File: src/rtl/spi_master_driver.sv
// SPI master engine.
// Takes bytes on a valid/ready stream and shifts them out MSB-first in any of
// the four SPI modes. Each received MISO byte comes back with a one-cycle
// rx_valid strobe. The engine owns cs_n framing: tx_last closes the burst.
// All bus outputs are registered, so sclk/mosi/cs_n are glitch-free.
module spi_master_driver #(
  parameter int unsigned CLK_DIV  = 4,  // sclk half-period in adc_clk cycles
  parameter int unsigned CS_SETUP = 2,  // cs_n fall to first sclk edge
  parameter int unsigned CS_HOLD  = 2,  // last sclk edge to cs_n rise
  parameter int unsigned CS_IDLE  = 2   // minimum cs_n high time between bursts
) (
  input  logic       adc_clk,
  input  logic       rst,
  input  logic [1:0] mode,
  input  logic [7:0] tx_data,
  input  logic       tx_valid,
  input  logic       tx_last,
  output logic       tx_ready,
  output logic [7:0] rx_data,
  output logic       rx_valid,
  output logic       busy,
  output logic       sclk,
  output logic       mosi,
  input  logic       miso,
  output logic       cs_n
);

  typedef enum logic [2:0] {
    IDLE,
    SETUP,
    SHIFT,
    NEXT,
    HOLD,
    GAP
  } state_t;

  // Terminal values of the shared cycle counter for each timed phase.
  localparam logic [15:0] SETUP_END = 16'(CS_SETUP - 1);
  localparam logic [15:0] DIV_END   = 16'(CLK_DIV - 1);
  localparam logic [15:0] HOLD_END  = 16'(CS_HOLD - 1);
  localparam logic [15:0] GAP_END   = 16'(CS_IDLE - 1);

  state_t      state_reg, state_next;
  logic [15:0] cnt_reg, cnt_next;          // cycles spent in the current phase
  logic [4:0]  edge_reg, edge_next;        // sclk edges already issued in this byte
  logic [7:0]  tx_shift_reg, tx_shift_next;
  logic [6:0]  rx_shift_reg, rx_shift_next;
  logic        last_reg, last_next;
  logic        cpol_reg, cpol_next;
  logic        cpha_reg, cpha_next;
  logic        sclk_reg, sclk_next;
  logic        mosi_reg, mosi_next;
  logic        cs_n_reg, cs_n_next;
  logic        busy_reg, busy_next;
  logic [7:0]  rx_data_reg, rx_data_next;
  logic        rx_valid_reg, rx_valid_next;

  // Edge bookkeeping decoded inside the next-state logic.
  logic        do_edge;
  logic        leading;
  logic        sample_edge;
  logic        final_sample;

  // State register.
  always_ff @(posedge adc_clk or posedge rst) begin
    if (rst) begin
      state_reg <= IDLE;
    end else begin
      state_reg <= state_next;
    end
  end

  // Next-state, bus timing and shift datapath.
  always_comb begin
    state_next    = state_reg;
    cnt_next      = cnt_reg;
    edge_next     = edge_reg;
    tx_shift_next = tx_shift_reg;
    rx_shift_next = rx_shift_reg;
    last_next     = last_reg;
    cpol_next     = cpol_reg;
    cpha_next     = cpha_reg;
    sclk_next     = sclk_reg;
    mosi_next     = mosi_reg;
    cs_n_next     = cs_n_reg;
    busy_next     = busy_reg;
    rx_data_next  = rx_data_reg;
    rx_valid_next = 1'b0;
    tx_ready      = 1'b0;
    do_edge       = 1'b0;
    leading       = 1'b0;
    sample_edge   = 1'b0;
    final_sample  = 1'b0;

    case (state_reg)
      IDLE: begin
        tx_ready  = 1'b1;
        // Idle clock level tracks the live mode so the bus is parked
        // correctly before cs_n ever falls.
        sclk_next = mode[1];
        if (tx_valid) begin
          tx_shift_next = tx_data;
          last_next     = tx_last;
          cpol_next     = mode[1];
          cpha_next     = mode[0];
          // CPHA=0 slaves sample on the first edge, so bit7 must already
          // be on the wire while cs_n settles.
          if (!mode[0]) begin
            mosi_next = tx_data[7];
          end
          cs_n_next  = 1'b0;
          busy_next  = 1'b1;
          cnt_next   = '0;
          edge_next  = '0;
          state_next = SETUP;
        end
      end

      SETUP: begin
        // The first sclk edge is issued on the cycle that ends setup.
        if (cnt_reg == SETUP_END) begin
          do_edge    = 1'b1;
          cnt_next   = '0;
          state_next = SHIFT;
        end else begin
          cnt_next = cnt_reg + 16'd1;
        end
      end

      SHIFT: begin
        if (cnt_reg == DIV_END) begin
          do_edge  = 1'b1;
          cnt_next = '0;
        end else begin
          cnt_next = cnt_reg + 16'd1;
        end
      end

      NEXT: begin
        tx_ready  = 1'b1;
        sclk_next = cpol_reg;
        // With no new byte the burst simply stalls here with cs_n low.
        if (tx_valid) begin
          tx_shift_next = tx_data;
          last_next     = tx_last;
          if (!cpha_reg) begin
            mosi_next = tx_data[7];
          end
          // Restarting SHIFT from zero gives one half-period of spacing
          // before the first edge of the new byte.
          cnt_next   = '0;
          edge_next  = '0;
          state_next = SHIFT;
        end
      end

      HOLD: begin
        sclk_next = cpol_reg;
        if (cnt_reg == HOLD_END) begin
          cs_n_next  = 1'b1;
          cnt_next   = '0;
          state_next = GAP;
        end else begin
          cnt_next = cnt_reg + 16'd1;
        end
      end

      GAP: begin
        sclk_next = cpol_reg;
        if (cnt_reg == GAP_END) begin
          busy_next  = 1'b0;
          cnt_next   = '0;
          state_next = IDLE;
        end else begin
          cnt_next = cnt_reg + 16'd1;
        end
      end

      default: begin
        state_next = IDLE;
      end
    endcase

    if (do_edge) begin
      sclk_next = ~sclk_reg;
      edge_next = edge_reg + 5'd1;
      // edge_reg counts edges already done, so an even count means the
      // upcoming edge is odd, i.e. the leading edge of a bit.
      leading      = ~edge_reg[0];
      sample_edge  = (leading != cpha_reg);
      // CPHA=0 takes its last sample on edge 15, CPHA=1 on edge 16.
      final_sample = cpha_reg ? (edge_reg == 5'd15) : (edge_reg == 5'd14);

      if (sample_edge) begin
        rx_shift_next = {rx_shift_reg[5:0], miso};
        if (final_sample) begin
          rx_data_next  = {rx_shift_reg, miso};
          rx_valid_next = 1'b1;
        end
      end else if (cpha_reg) begin
        // CPHA=1: present the next bit on each leading edge, bit7 first.
        mosi_next     = tx_shift_reg[7];
        tx_shift_next = {tx_shift_reg[6:0], 1'b0};
      end else if (edge_reg != 5'd15) begin
        // CPHA=0: bit7 is already out, so trailing edges advance to the next
        // bit; the closing edge leaves the last bit on the wire.
        mosi_next     = tx_shift_reg[6];
        tx_shift_next = {tx_shift_reg[6:0], 1'b0};
      end

      if (edge_reg == 5'd15) begin
        cnt_next   = '0;
        state_next = last_reg ? HOLD : NEXT;
      end
    end
  end

  // Datapath and bus output registers.
  always_ff @(posedge adc_clk or posedge rst) begin
    if (rst) begin
      cnt_reg      <= '0;
      edge_reg     <= '0;
      tx_shift_reg <= '0;
      rx_shift_reg <= '0;
      last_reg     <= 1'b0;
      cpol_reg     <= 1'b0;
      cpha_reg     <= 1'b0;
      sclk_reg     <= 1'b0;
      mosi_reg     <= 1'b0;
      cs_n_reg     <= 1'b1;
      busy_reg     <= 1'b0;
      rx_data_reg  <= '0;
      rx_valid_reg <= 1'b0;
    end else begin
      cnt_reg      <= cnt_next;
      edge_reg     <= edge_next;
      tx_shift_reg <= tx_shift_next;
      rx_shift_reg <= rx_shift_next;
      last_reg     <= last_next;
      cpol_reg     <= cpol_next;
      cpha_reg     <= cpha_next;
      sclk_reg     <= sclk_next;
      mosi_reg     <= mosi_next;
      cs_n_reg     <= cs_n_next;
      busy_reg     <= busy_next;
      rx_data_reg  <= rx_data_next;
      rx_valid_reg <= rx_valid_next;
    end
  end

  assign sclk     = sclk_reg;
  assign mosi     = mosi_reg;
  assign cs_n     = cs_n_reg;
  assign busy     = busy_reg;
  assign rx_data  = rx_data_reg;
  assign rx_valid = rx_valid_reg;

endmodule

File: config.mk
export PLATFORM = sky130hd
export DESIGN_NAME = spi_master_driver
export DESIGN_NICKNAME = d
export VERILOG_FILES = /design/src/rtl/spi_master_driver.sv
export SDC_FILE = /design/constraint.sdc
export NUM_CORES = 1
export LEC_CHECK = 0
export CORE_MARGIN = 3
export CORE_UTILIZATION = 50
export DETAILED_ROUTE_END_ITERATION = 8
export HOLD_SLACK_MARGIN = 0.06
export PLACE_DENSITY_LB_ADDON = 0.05
export SLEW_MARGIN = 20
export SYNTH_ARGS = -nofsm -noshare
export SYNTH_HDL_FRONTEND = slang
export SYNTH_SLANG_ARGS = --single-unit
File: constraint.sdc
create_clock -name adc_clk -period 1.9 [get_ports adc_clk]
set_input_delay 0.475 -clock adc_clk [delete_from_list [all_inputs] [get_ports adc_clk]]
set_output_delay 0.475 -clock adc_clk [all_outputs]
set_load 0.05 [all_outputs]
# Word level (Yosys, flattened, before mapping)
# Cells that the tools add are included.
# word_totals
ff_bits	55
latchBits	0
mem_bits_rw	0
romBits	0
out_inout_bits	14
mem_count	0
# classes
n_addsub	2
multipliers	0
div	0
n_lt_le_gt_ge	0
n_eq_ne	14
n_shift	0
mux	49
bitwise	2
n_reduce_logical	16
# op_table
operator	count
two-way mux 16 bit	5
two-way mux 8 bit	6
one-hot mux 16 bit (3 select lines)	1
two-way mux 3 bit	8
two-way mux 1 bit	20
one-hot mux 3 bit (6 select lines)	1
adder 16 x 1 -> 16 bit (second input constant)	1
== test 16 x 1 -> 1 bit (second input constant)	1
== test 16 x 2 -> 1 bit (second input constant)	1
two-way mux 5 bit	3
== test 5 x 4 -> 1 bit (second input constant)	2
one-hot mux 1 bit (2 select lines)	5
AND reduction 3 bit	3
AND reduction 2 bit	4
nonzero test 2 bit	4
== test 3 x 2 -> 1 bit (second input constant)	2
== test 3 bit (second input constant)	2
inequality test 2 bit (second input constant)	3
OR reduction 3 bit	2
adder 5 x 1 -> 5 bit (second input constant)	1
inequality test 5 x 4 -> 1 bit (second input constant)	1
== test 3 x 1 -> 1 bit (second input constant)	1
zero test 3 bit	1
nonzero test 3 bit	1
3 further kinds	4

# Logic depth before layout (Yosys ltp)
# Gate-level depths: netlist of the first run.
# depth
word_depth	7
depth_mapped	9
mapped_depth_nobuf	8

# Worst setup path after synthesis of the first run
# OpenSTA, ideal clock, no wires.
# synth_path
path_kind	register to register
startpoint	register state_reg[1]
endpoint	register tx_shift_reg[3]
setup_time_ns	0.137
arrival_ns	2.379
t_required_ns	1.763
slack_ns	-0.616
stages_incl_launch_ff	8
path_buffers	2
cell_sequence	dfrtp_1 > buf_2 > or2_1 > a21oi_1 > nand2_1 > buf_2 > mux2i_1 > a21oi_1
# synth_via
elab_chain_cells	7
# synth_rtl
element	line_no	text
from (decl)	43	state_t state_reg, state_next;
from (signal assigned)	69	state_reg <= state_next;
== test 3 x 2 -> 1 bit or zero test 3 bit (tied branches)	95	case (state_reg)
OR reduction 2 bit (no source line)	n/a	
two-way mux 8 bit	n/a	
two-way mux 8 bit	204	end else if (edge_reg != 5'd15) begin
two-way mux 8 bit	200	end else if (cpha_reg) begin
two-way mux 8 bit	194	if (sample_edge) begin
two-way mux 8 bit *	184	if (do_edge) begin
named net tx_shift_next[3]	46	logic [7:0] tx_shift_reg, tx_shift_next;
to (signal assigned)	237	tx_shift_reg <= tx_shift_next;
to (decl)	46	
# The timed path passes the listed nets; every way through them passes the cells marked *.
# A chain may end at the register's enable or synchronous reset.

# Final worst setup path of the first run
# layout_path
startpoint	register state_reg[0]
endpoint	output tx_ready
# layout_via
elab_chain_cells	3
# layout_rtl
element	line_no	text
== test 3 x 2 -> 1 bit or zero test 3 bit (tied branches)	95	
OR reduction 2 bit (no source line) *	n/a	
two-way mux 1 bit *	95	
to (decl)	18	output logic tx_ready,
# Every way passes the cells marked *; elsewhere a longest branch is shown, timed or not.

==> impl_metrics.tcl, run 1 <==
set metrics [dict create \
    finalSetupViolCount 0 \
    synthArstFlopShare_pct 100 \
    rows 27 \
    grt_usage_pct 20.3 \
    leakage_nw 1.88 \
    arrival_ns 1.42 \
    hp-start "edge_reg[4]" \
    holdBufCountCts 0 \
    grtUsageMet1_pct 27.2 \
    ys_top_cells_by_count "54 x dfrtp_1, 24 x a21oi_1, 24 x nand2_1, 24 x nor2_1, 18 x o21ai_0" \
    grt_overflow 0 \
    maxCapViolCount 0 \
    vias 2324 \
    synth_simple_gate_area_share_pct 18.7 \
    hp-class "flop to flop" \
    synth_xor_area_share_pct 2.67 \
    cts.sinks 55 \
    synth_mux_area_share_pct 12.8 \
    met2_usage_pct 33.8 \
    syn_to_final_growth_pct 30.9 \
    drt_wl_total_mm 6.42 \
    viasPerCell 5.39 \
    largest_register_ffs 16 \
    nNetsFinal 378 \
    syn_area_per_cell_um2 10.2 \
    setup_slack_ns 0.00240 \
    clock_skew_ns 0.00573 \
    synth_compound_area_share_pct 12.9 \
    fin_tns_setup_ns 0 \
    tightest_slew_ns 0.940 \
    core_um2 5610 \
    worstPathMaxFanout 3 \
    synthAdderAreaFrac_pct 2.12 \
    crit_path_start "state_reg[0]" \
    synth_top_family_by_area "simple AND/OR/NAND/NOR gates" \
    synth_area_um2 2950 \
    max_freq_mhz 527 \
    wire_per_inst_um 14.9 \
    synth_edf_count 0 \
    grt_use_met3_pct 4.21 \
    htree_levels 2 \
    synth.top_cells.by_area "dfrtp_1 46%, mux2_4 5.6%, a21oi_1 4.1%" \
    clk_latency_ns 0.32 \
    end_kind "output port" \
    hold_violations 0 \
    synth-seq-cells 55 \
    postRouteAntennaNets 0 \
    clk_pin_slew_ns 0.10 \
    die_area_um2 6850 \
    ios 29 \
    start_util_pct 52.6 \
    busiest_layer "met2" \
    p_per_area_nw_per_um2 542 \
    yosysTopAreaCellShare_pct 45.8 \
    cts_buffers 5 \
    die_h_um 82.8 \
    cts_tree "built" \
    min_period_ns 1.90 \
    r2r-start "cnt_reg[5]" \
    yosysSeqAreaShare_pct 46.7 \
    slew_violations 0 \
    netlist-cell-type-count 51 \
    fin_crit_sh_pct 99.9 \
    drtIter0Drc 86 \
    syn_nets 309 \
    status "finished, final reports clean" \
    routabilityCongestion 0.766 \
    dr.pass1.iters 5 \
    grt_pass1_vias 2199 \
    ys_warn_count 0 \
    yosysMostFrequentCell "dfrtp_1" \
    vdd_drop_max_uv 490 \
    grt_pass1_wl_mm 10.5 \
    drive_gt1_share_pct 33.4 \
    dp_slack_ns -0.250 \
    critPathKind "flop to output port" \
    root_buffer "clkbuf_8" \
    total_power_mw 2.09 \
    io_buffers 28 \
    antenna_cells 0 \
    drcViolationCount 0 \
    synth_top_area_cell "dfrtp_1" \
    relSlewSlack_pct 36.8 \
    rsz0062_at_grt "true" \
    grt_max_degree 56 \
    worstPathRequired_ns 1.42 \
    die_x_um 82.8 \
    antenna_found_initial 0 \
    syn_inst 289 \
    hpwlAfterDp_mm 4.31 \
    startpoint_type "flop" \
    cts_buffer_depth 2 \
    dominantRegCellSynth "dfrtp_1" \
]
==> worst paths after layout <==
| path | endpoint | slack [ns] | cells past startpoint |
|---|---|---|---|
| min in group asynchronous | rx_data[5] | 0.53 | 3 |
| hold / removal | edge_reg[4] | 0.51 | 2 |
| hold reg to reg | edge_reg[4] | 0.51 | 2 |
| max in group asynchronous | cs_n | 1.07 | 3 |
| setup reg to reg | rx_shift_reg[2] | 0.06 | 5 |
| setup / recovery | tx_ready | 0.002 | 4 |
==> cells by family (layout without fill, tap and decap cells) <==
kind of cell	Yosys count	in the layout
adders and majority gates	5	5
AOI/OAI and AO/OA	65	65
and+or+nand+nor	98	99
buffers and inverters	26	95
muxes	31	31
xor gates and xnor gates	9	9
DFF	55	55
==> through the flow <==
stage	utilization [%]	hold slack (ns)	instances	area [µm²]
final	68.8	0.513	431	3860
after global routing	68.8	0.546	431	3860
after CTS	66.6	0.518	425	3730
after detailed placement	63.7	0.494	412	3570
after global placement	63.7	0.486	412	3570
after floorplan	-	0.469	289	2970
==> critical path, stage by stage (launching register included) <==
cell     delay, ns
dfrtp_2       0.42
or2_4         0.23
buf_6         0.12
a21oi_4       0.17
buf_12        0.15
==> final cells by class <==
cell class | count | area, µm²
Fill cell | 458 | 1750
Multi-Input combinational cell | 209 | 1550
Sequential cell | 55 | 1380
Timing Repair Buffer | 77 | 691
Tap cell | 72 | 90.1
Clock buffer | 5 | 68.8
Clock inverter | 3 | 46.3
Inverter | 10 | 37.5
==> power by group <==
part           internal [mW]  total [mW]  leakage [nW]  switching, mW
Clock                  0.398       0.816        0.0548          0.418
Combinational         0.0484      0.0900          1.13         0.0416
Sequential              1.18        1.19         0.697        0.00652
Total                   1.62        2.09          1.88          0.466
==> repair_timing <==
| action | 4_1_cts | 5_1_grt |
|---|---|---|
| endpoints found under the hold margin | 0 | 0 |
| pin swaps | 1 | 3 |
| endpoints found under the setup margin | 1 | 36 |
| gates resized for setup | 2 | 19 |
| setup buffers | 5 | 4 |
| cloned | 0 | 2 |
==> per-layer routing <==
layer  share of wire (%)  wire, µm
met4                 1.0        67
met3                 3.7       237
met5                   0         0
met1                  48      3080
met2                  47      3040
==> cells in the final DEF (no fill, tap or decap), types with 3 or more instances in the layout <==
master / instances
a21oi_1: 22
a31oi_1: 7
and3_1: 4
buf_12: 5
buf_4: 53
buf_6: 4
clkbuf_8: 5
clkdlybuf4s50_1: 13
dfrtp_1: 52
inv_1: 9
mux2_2: 9
mux2_4: 11
mux2i_1: 11
nand2_1: 23
nand2b_1: 4
nand3_1: 9
nand3b_1: 3
nand4_1: 5
nor2_1: 24
nor4_4: 3
o21ai_0: 18
o22ai_1: 3
xnor2_1: 5
xor2_1: 4
(Power assumes the default switching activity.)
==> inputs of run 2 (changes only) <==
--- a/config.mk
+++ b/config.mk
@@ -7,6 +7,7 @@
 export LEC_CHECK = 0
 export CORE_MARGIN = 3
 export CORE_UTILIZATION = 50
+export CTS_CLUSTER_DIAMETER = 30
 export DETAILED_ROUTE_END_ITERATION = 8
 export HOLD_SLACK_MARGIN = 0.06
 export PLACE_DENSITY_LB_ADDON = 0.05
==> results of run 2 <==
Final layout, timing and power as in run 1 (identical DEF).
